$ cat src/rtl/apb_master_ctrl.sv
// APB master: accepts single read/write commands on a valid/ready port and runs
// SETUP/ACCESS phases with pready wait states, pslverr capture and a stall timeout.
module apb_master_ctrl #(
  parameter int ADDR_W  = 8,
  parameter int DATA_W  = 8,
  parameter int TIMEOUT = 16
) (
  input  logic                  cpu_clk,
  input  logic                  cpu_reset,
  input  logic                  cmd_valid,
  output logic                  cmd_ready,
  input  logic                  cmd_write,
  input  logic [ADDR_W-1:0]     cmd_addr,
  input  logic [DATA_W-1:0]     cmd_wdata,
  input  logic [DATA_W/8-1:0]   cmd_strb,
  output logic                  rsp_valid,
  output logic [DATA_W-1:0]     rsp_rdata,
  output logic                  rsp_err,
  output logic                  rsp_timeout,
  output logic                  busy,
  output logic                  cpu_psel,
  output logic                  cpu_penable,
  output logic                  cpu_pwrite,
  output logic [ADDR_W-1:0]     cpu_paddr,
  output logic [DATA_W-1:0]     cpu_pwdata,
  output logic [DATA_W/8-1:0]   cpu_pstrb,
  input  logic [DATA_W-1:0]     cpu_prdata,
  input  logic                  cpu_pready,
  input  logic                  cpu_pslverr
);

  localparam int STRB_W = DATA_W / 8;
  localparam int CNT_W  = (TIMEOUT > 1) ? $clog2(TIMEOUT) : 1;
  localparam logic [CNT_W-1:0] TO_LAST = CNT_W'((TIMEOUT > 0) ? TIMEOUT - 1 : 0);

  typedef enum logic [1:0] {
    IDLE   = 2'd0,
    SETUP  = 2'd1,
    ACCESS = 2'd2
  } state_t;

  state_t              state_q;
  logic [CNT_W-1:0]    cnt_q;
  logic                psel_q;
  logic                penable_q;
  logic                pwrite_q;
  logic [ADDR_W-1:0]   paddr_q;
  logic [DATA_W-1:0]   pwdata_q;
  logic [STRB_W-1:0]   pstrb_q;
  logic                rsp_valid_q;
  logic [DATA_W-1:0]   rsp_rdata_q;
  logic                rsp_err_q;
  logic                rsp_timeout_q;

  // The APB output registers double as the latched command for the transfer.
  always_ff @(posedge cpu_clk) begin
    if (cpu_reset) begin
      state_q       <= IDLE;
      cnt_q         <= '0;
      psel_q        <= 1'b0;
      penable_q     <= 1'b0;
      pwrite_q      <= 1'b0;
      paddr_q       <= '0;
      pwdata_q      <= '0;
      pstrb_q       <= '0;
      rsp_valid_q   <= 1'b0;
      rsp_rdata_q   <= '0;
      rsp_err_q     <= 1'b0;
      rsp_timeout_q <= 1'b0;
    end else begin
      rsp_valid_q   <= 1'b0;
      rsp_err_q     <= 1'b0;
      rsp_timeout_q <= 1'b0;
      case (state_q)
        IDLE: begin
          if (cmd_valid) begin
            state_q   <= SETUP;
            cnt_q     <= '0;
            psel_q    <= 1'b1;
            penable_q <= 1'b0;
            pwrite_q  <= cmd_write;
            paddr_q   <= cmd_addr;
            pwdata_q  <= cmd_write ? cmd_wdata : '0;
            pstrb_q   <= cmd_write ? cmd_strb  : '0;
          end
        end
        SETUP: begin
          state_q   <= ACCESS;
          penable_q <= 1'b1;
        end
        ACCESS: begin
          if (cpu_pready) begin
            state_q     <= IDLE;
            psel_q      <= 1'b0;
            penable_q   <= 1'b0;
            pwrite_q    <= 1'b0;
            paddr_q     <= '0;
            pwdata_q    <= '0;
            pstrb_q     <= '0;
            rsp_valid_q <= 1'b1;
            rsp_rdata_q <= pwrite_q ? '0 : cpu_prdata;
            rsp_err_q   <= cpu_pslverr;
          end else if ((TIMEOUT != 0) && (cnt_q == TO_LAST)) begin
            // Slave stalled too long: abandon the transfer and report it.
            state_q       <= IDLE;
            psel_q        <= 1'b0;
            penable_q     <= 1'b0;
            pwrite_q      <= 1'b0;
            paddr_q       <= '0;
            pwdata_q      <= '0;
            pstrb_q       <= '0;
            rsp_valid_q   <= 1'b1;
            rsp_rdata_q   <= '0;
            rsp_err_q     <= 1'b1;
            rsp_timeout_q <= 1'b1;
          end else begin
            cnt_q <= cnt_q + 1'b1;
          end
        end
        default: begin
          state_q <= IDLE;
        end
      endcase
    end
  end

  assign cmd_ready   = (state_q == IDLE) && !cpu_reset;
  assign busy        = (state_q != IDLE);
  assign cpu_psel    = psel_q;
  assign cpu_penable = penable_q;
  assign cpu_pwrite  = pwrite_q;
  assign cpu_paddr   = paddr_q;
  assign cpu_pwdata  = pwdata_q;
  assign cpu_pstrb   = pstrb_q;
  assign rsp_valid   = rsp_valid_q;
  assign rsp_rdata   = rsp_rdata_q;
  assign rsp_err     = rsp_err_q;
  assign rsp_timeout = rsp_timeout_q;

endmodule

$ cat config.mk
export PLATFORM = sky130hd
export DESIGN_NAME = apb_master_ctrl
export DESIGN_NICKNAME = d
export VERILOG_FILES = /design/src/rtl/apb_master_ctrl.sv
export SDC_FILE = /design/constraint.sdc
export NUM_CORES = 1
export LEC_CHECK = 0
export CAP_MARGIN = 10
export CORE_MARGIN = 10
export CORE_UTILIZATION = 45
export DETAILED_ROUTE_END_ITERATION = 7
export GPL_ROUTABILITY_DRIVEN = 0
export PLACE_DENSITY = 0.85
export SLEW_MARGIN = 10
export SYNTH_ARGS = -nofsm -noshare
export SYNTH_HDL_FRONTEND = slang
export SYNTH_SLANG_ARGS = --single-unit
$ cat constraint.sdc
create_clock -name cpu_clk -period 2.6 [get_ports cpu_clk]
set_input_delay 0.52 -clock cpu_clk [delete_from_list [all_inputs] [get_ports cpu_clk]]
set_output_delay 0.52 -clock cpu_clk [all_outputs]
set_load 0.01 [all_outputs]
==> summary.md <==
| Metric | Value |
|---|---|
| Status | `complete, no violations` |
| H-tree depth | `2` |
| Overall Global Routing Usage | `0.137` |
| CP max stage delay | `0.56 ns` |
| Slowest stage cell on the critical path | `clkdlybuf4s50_1` |
| CTS max path bufs | `2` |
| YS warnings | `0` |
| Port-buffer cells | `63` |
| RSZ-0062 raised after global routing | `no` |
| Vias in the first global route | `1,367` |
| WP data required | `2.08 ns` |
| Largest area contributor in the netlist | `dfxtp_1` |
| Initial Util | `0.479` |
| Sequential share of the synthesized area | `0.498` |
| Final TNS setup | `0 ns` |
| Crit path max fanout | `14` |
| Final WS setup | `0.305 ns` |
| Cell Rows | `20` |
| Async S/R FF share, synth | `0` |
| Setup crit start kind | `flop` |
| Max Slew Vio Count | `0` |
| Die Wd | `77.5 um` |
| 1st-iter DRT viols | `72` |
| Top-Level Pins | `64` |
| Gate count of the mapped netlist | `167` |
| Cell area after synthesis | `0.00149 mm2` |
| Layout cells sized above 1 | `0.0568` |
| Worst vdd ir | `0.477 mV` |
| Worst hold slack | `0.473 ns` |
| CP endpoint kind | `output port` |
| Utilization after layout | `0.722` |
| Number of post-CTS setup repair buffers | `0` |
| Core Region | `0.00310 mm2` |
| Final ANT Viol Nets | `0` |
| Die area | `0.00601 mm2` |
| Dpl hpwl | `3220 um` |
| DP Worst Slack | `0.330 ns` |
| Clk sinks | `37` |
| Clock Skews | `0.0131 ns` |
| Die Ht | `77.5 um` |
| CP cell instances | `nor2_1, inv_1, nor2_1, clkdlybuf4s50_1` |
| Critical path class | `flop to output port` |
| Total grt overflow | `0` |
| DR DRC count | `0` |
| Top post-synthesis cells by count | `dfxtp_1 (37), a21oi_1 (23), nand3_1 (20)` |
| PostCTS Resize Cnt | `0` |
| Worst skew pair latency | `0.35 ns` |
| Top cells by area, synth | `dfxtp_1 (50%), a21oi_1 (7.7%), nand3_1 (6.7%)` |
| TritonCTS clock tree | `built` |
| Layout area overhead | `50.5%` |
| Most common cell on crit path | `nor2_1` |
| Worst-margin pin slew | `0.607 ns` |
| Crit path DAT | `1.78 ns` |
| Post-synthesis cell type count | `30` |
| Yosys top cell area share | `0.498` |
| Relative slew slack | `0.595` |
| Max Cap Viol | `0` |
| Cell leakage power | `0.849 nW` |
| Wirelength per Cell | `15.2 um` |
| Clock root cell | `clkbuf_4` |
| Top-count cell post-synth | `dfxtp_1` |
| Vias | `1,416` |
| Initial antenna violation count | `0` |
| Final net count | `260` |
| Max Fclk | `436 MHz` |
| Via-to-Cell Ratio | `5.19` |
| Cts hold-fix bufs | `0` |
| Synthesis-stage register bit count | `37` |
| Cell Pwr Density | `578 mW/mm2` |
| Final Hold Viols | `0` |
| Final Cycle Share | `0.883` |
| DRT Pass-1 Iters | `4` |
| Synth Flop Type | `dfxtp_1` |
| Reg2reg setup slack | `0.75 ns` |
| CTS clk-pin slew, worst paths | `0.12 ns` |
| N_diodes | `0` |
| Syn Nets | `199` |
| Syn avg cell area | `8.91 um2` |
| First-pass GRT wire length | `6740 um` |
| Number of synthesized flops with an enable pin | `0` |
| Min Tclk post-route | `2.30 ns` |
| Hold/Removal Path Class | `flop to flop` |
| Final Routed Wirelength | `4160 um` |
| Largest net degree at the start of global routing | `15` |
| CTS buffer count | `5` |
| Final setup fails | `0` |
-- stage by stage --
| step | total power, W | instances | cell area, um2 |
|---|---|---|---|
| after floorplan | 0.000710 | 167 | 1490 |
| after global placement | 0.000814 | 265 | 2140 |
| after detailed placement | 0.000819 | 265 | 2140 |
| after CTS | 0.00130 | 273 | 2240 |
| after global routing | 0.00136 | 273 | 2240 |
| final | 0.00130 | 273 | 2240 |
-- cell families (layout without fill, tap and decap cells) --
| logic type | count (synthesis) | count (layout) | share of synthesized area |
|---|---|---|---|
| muxes | 1 | 1 | 0.00673 |
| and+or+nand+nor | 67 | 67 | 0.237 |
| buffers and inverters | 14 | 76 | 0.0446 |
| AOI/OAI and AO/OA | 47 | 47 | 0.205 |
| adders and majority gates | 1 | 1 | 0.00841 |
| DFF | 37 | 37 | 0.498 |
-- final cells by class --
class,count,area (um2)
clock buffer,5,37.5
clock inverter,3,65.1
fill,259,863
inverter,2,7.51
multi-input combinational,116,681
sequential,37,741
tap,44,55.1
timing repair buffer,66,653
-- path summary, 6_finish.rpt --
check	startpoint	to	cells past startpoint
hold reg to reg	cpu_pwdata[6]	cpu_pwdata[6]	2
setup / recovery	state_q[1]	cmd_ready	4
setup reg to reg	cnt_q[0]	rsp_rdata[6]	5
hold / removal	cpu_pwdata[6]	cpu_pwdata[6]	2
-- registers in the layout (all words and copies together), names as in the netlist --
register	cells
rsp_rdata	8
cpu_pstrb	1
rsp_valid	1
cpu_pwdata	8
rsp_err	1
rsp_timeout	1
cpu_penable	1
cpu_paddr	8
cpu_pwrite	1
cpu_psel	1
state_q	2
cnt_q	4
-- cells in the final DEF (no fill, tap or decap) --
cell             count
a221oi_2             1
and2_1               1
inv_1                2
a2bb2oi_1            4
bufinv_16            2
o22ai_1              2
nor3b_4              1
nand3b_1             1
nand2b_1             5
o21ai_1              1
nor3_1               1
nor2b_1             10
and3_1               2
buf_4                3
o21bai_1             1
nand3_1             20
clkinv_2             1
mux2i_1              1
clkbuf_4             5
clkdlybuf4s50_1     63
nand2_1              6
a22o_1               9
ha_1                 1
nor4bb_1             1
o21ai_0              4
a21o_1               1
or3b_1               1
a21oi_1             23
nor2_1              18
dfxtp_1             37
a32oi_1              1
-- report_power, final --
part / total, W / internal [W] / leakage (nW) / switching (W)
clock: 0.000490 / 0.000298 / 0.0552 / 0.000192
sequential: 0.000607 / 0.000589 / 0.301 / 0.0000181
combinational: 0.000198 / 0.000113 / 0.492 / 0.0000855
-- routing by layer --
| metal | vias to the layer above | global-route usage | share of wire |
|---|---|---|---|
| met5 | - | 0 | 0 |
| met4 | 0 | 0.0383 | 0.012 |
| met3 | 7 | 0.0668 | 0.079 |
| met2 | 64 | 0.207 | 0.45 |
| met1 | 637 | 0.170 | 0.46 |
| li1 | 708 | - | - |
-- worst max-delay path, delay by kind of cell, from the launching register on --
kind,cells,cell delay (ns)
buf+inv,2,0.64
flops,1,0.47
simple gates,2,0.32
(Power assumes the default switching activity.)
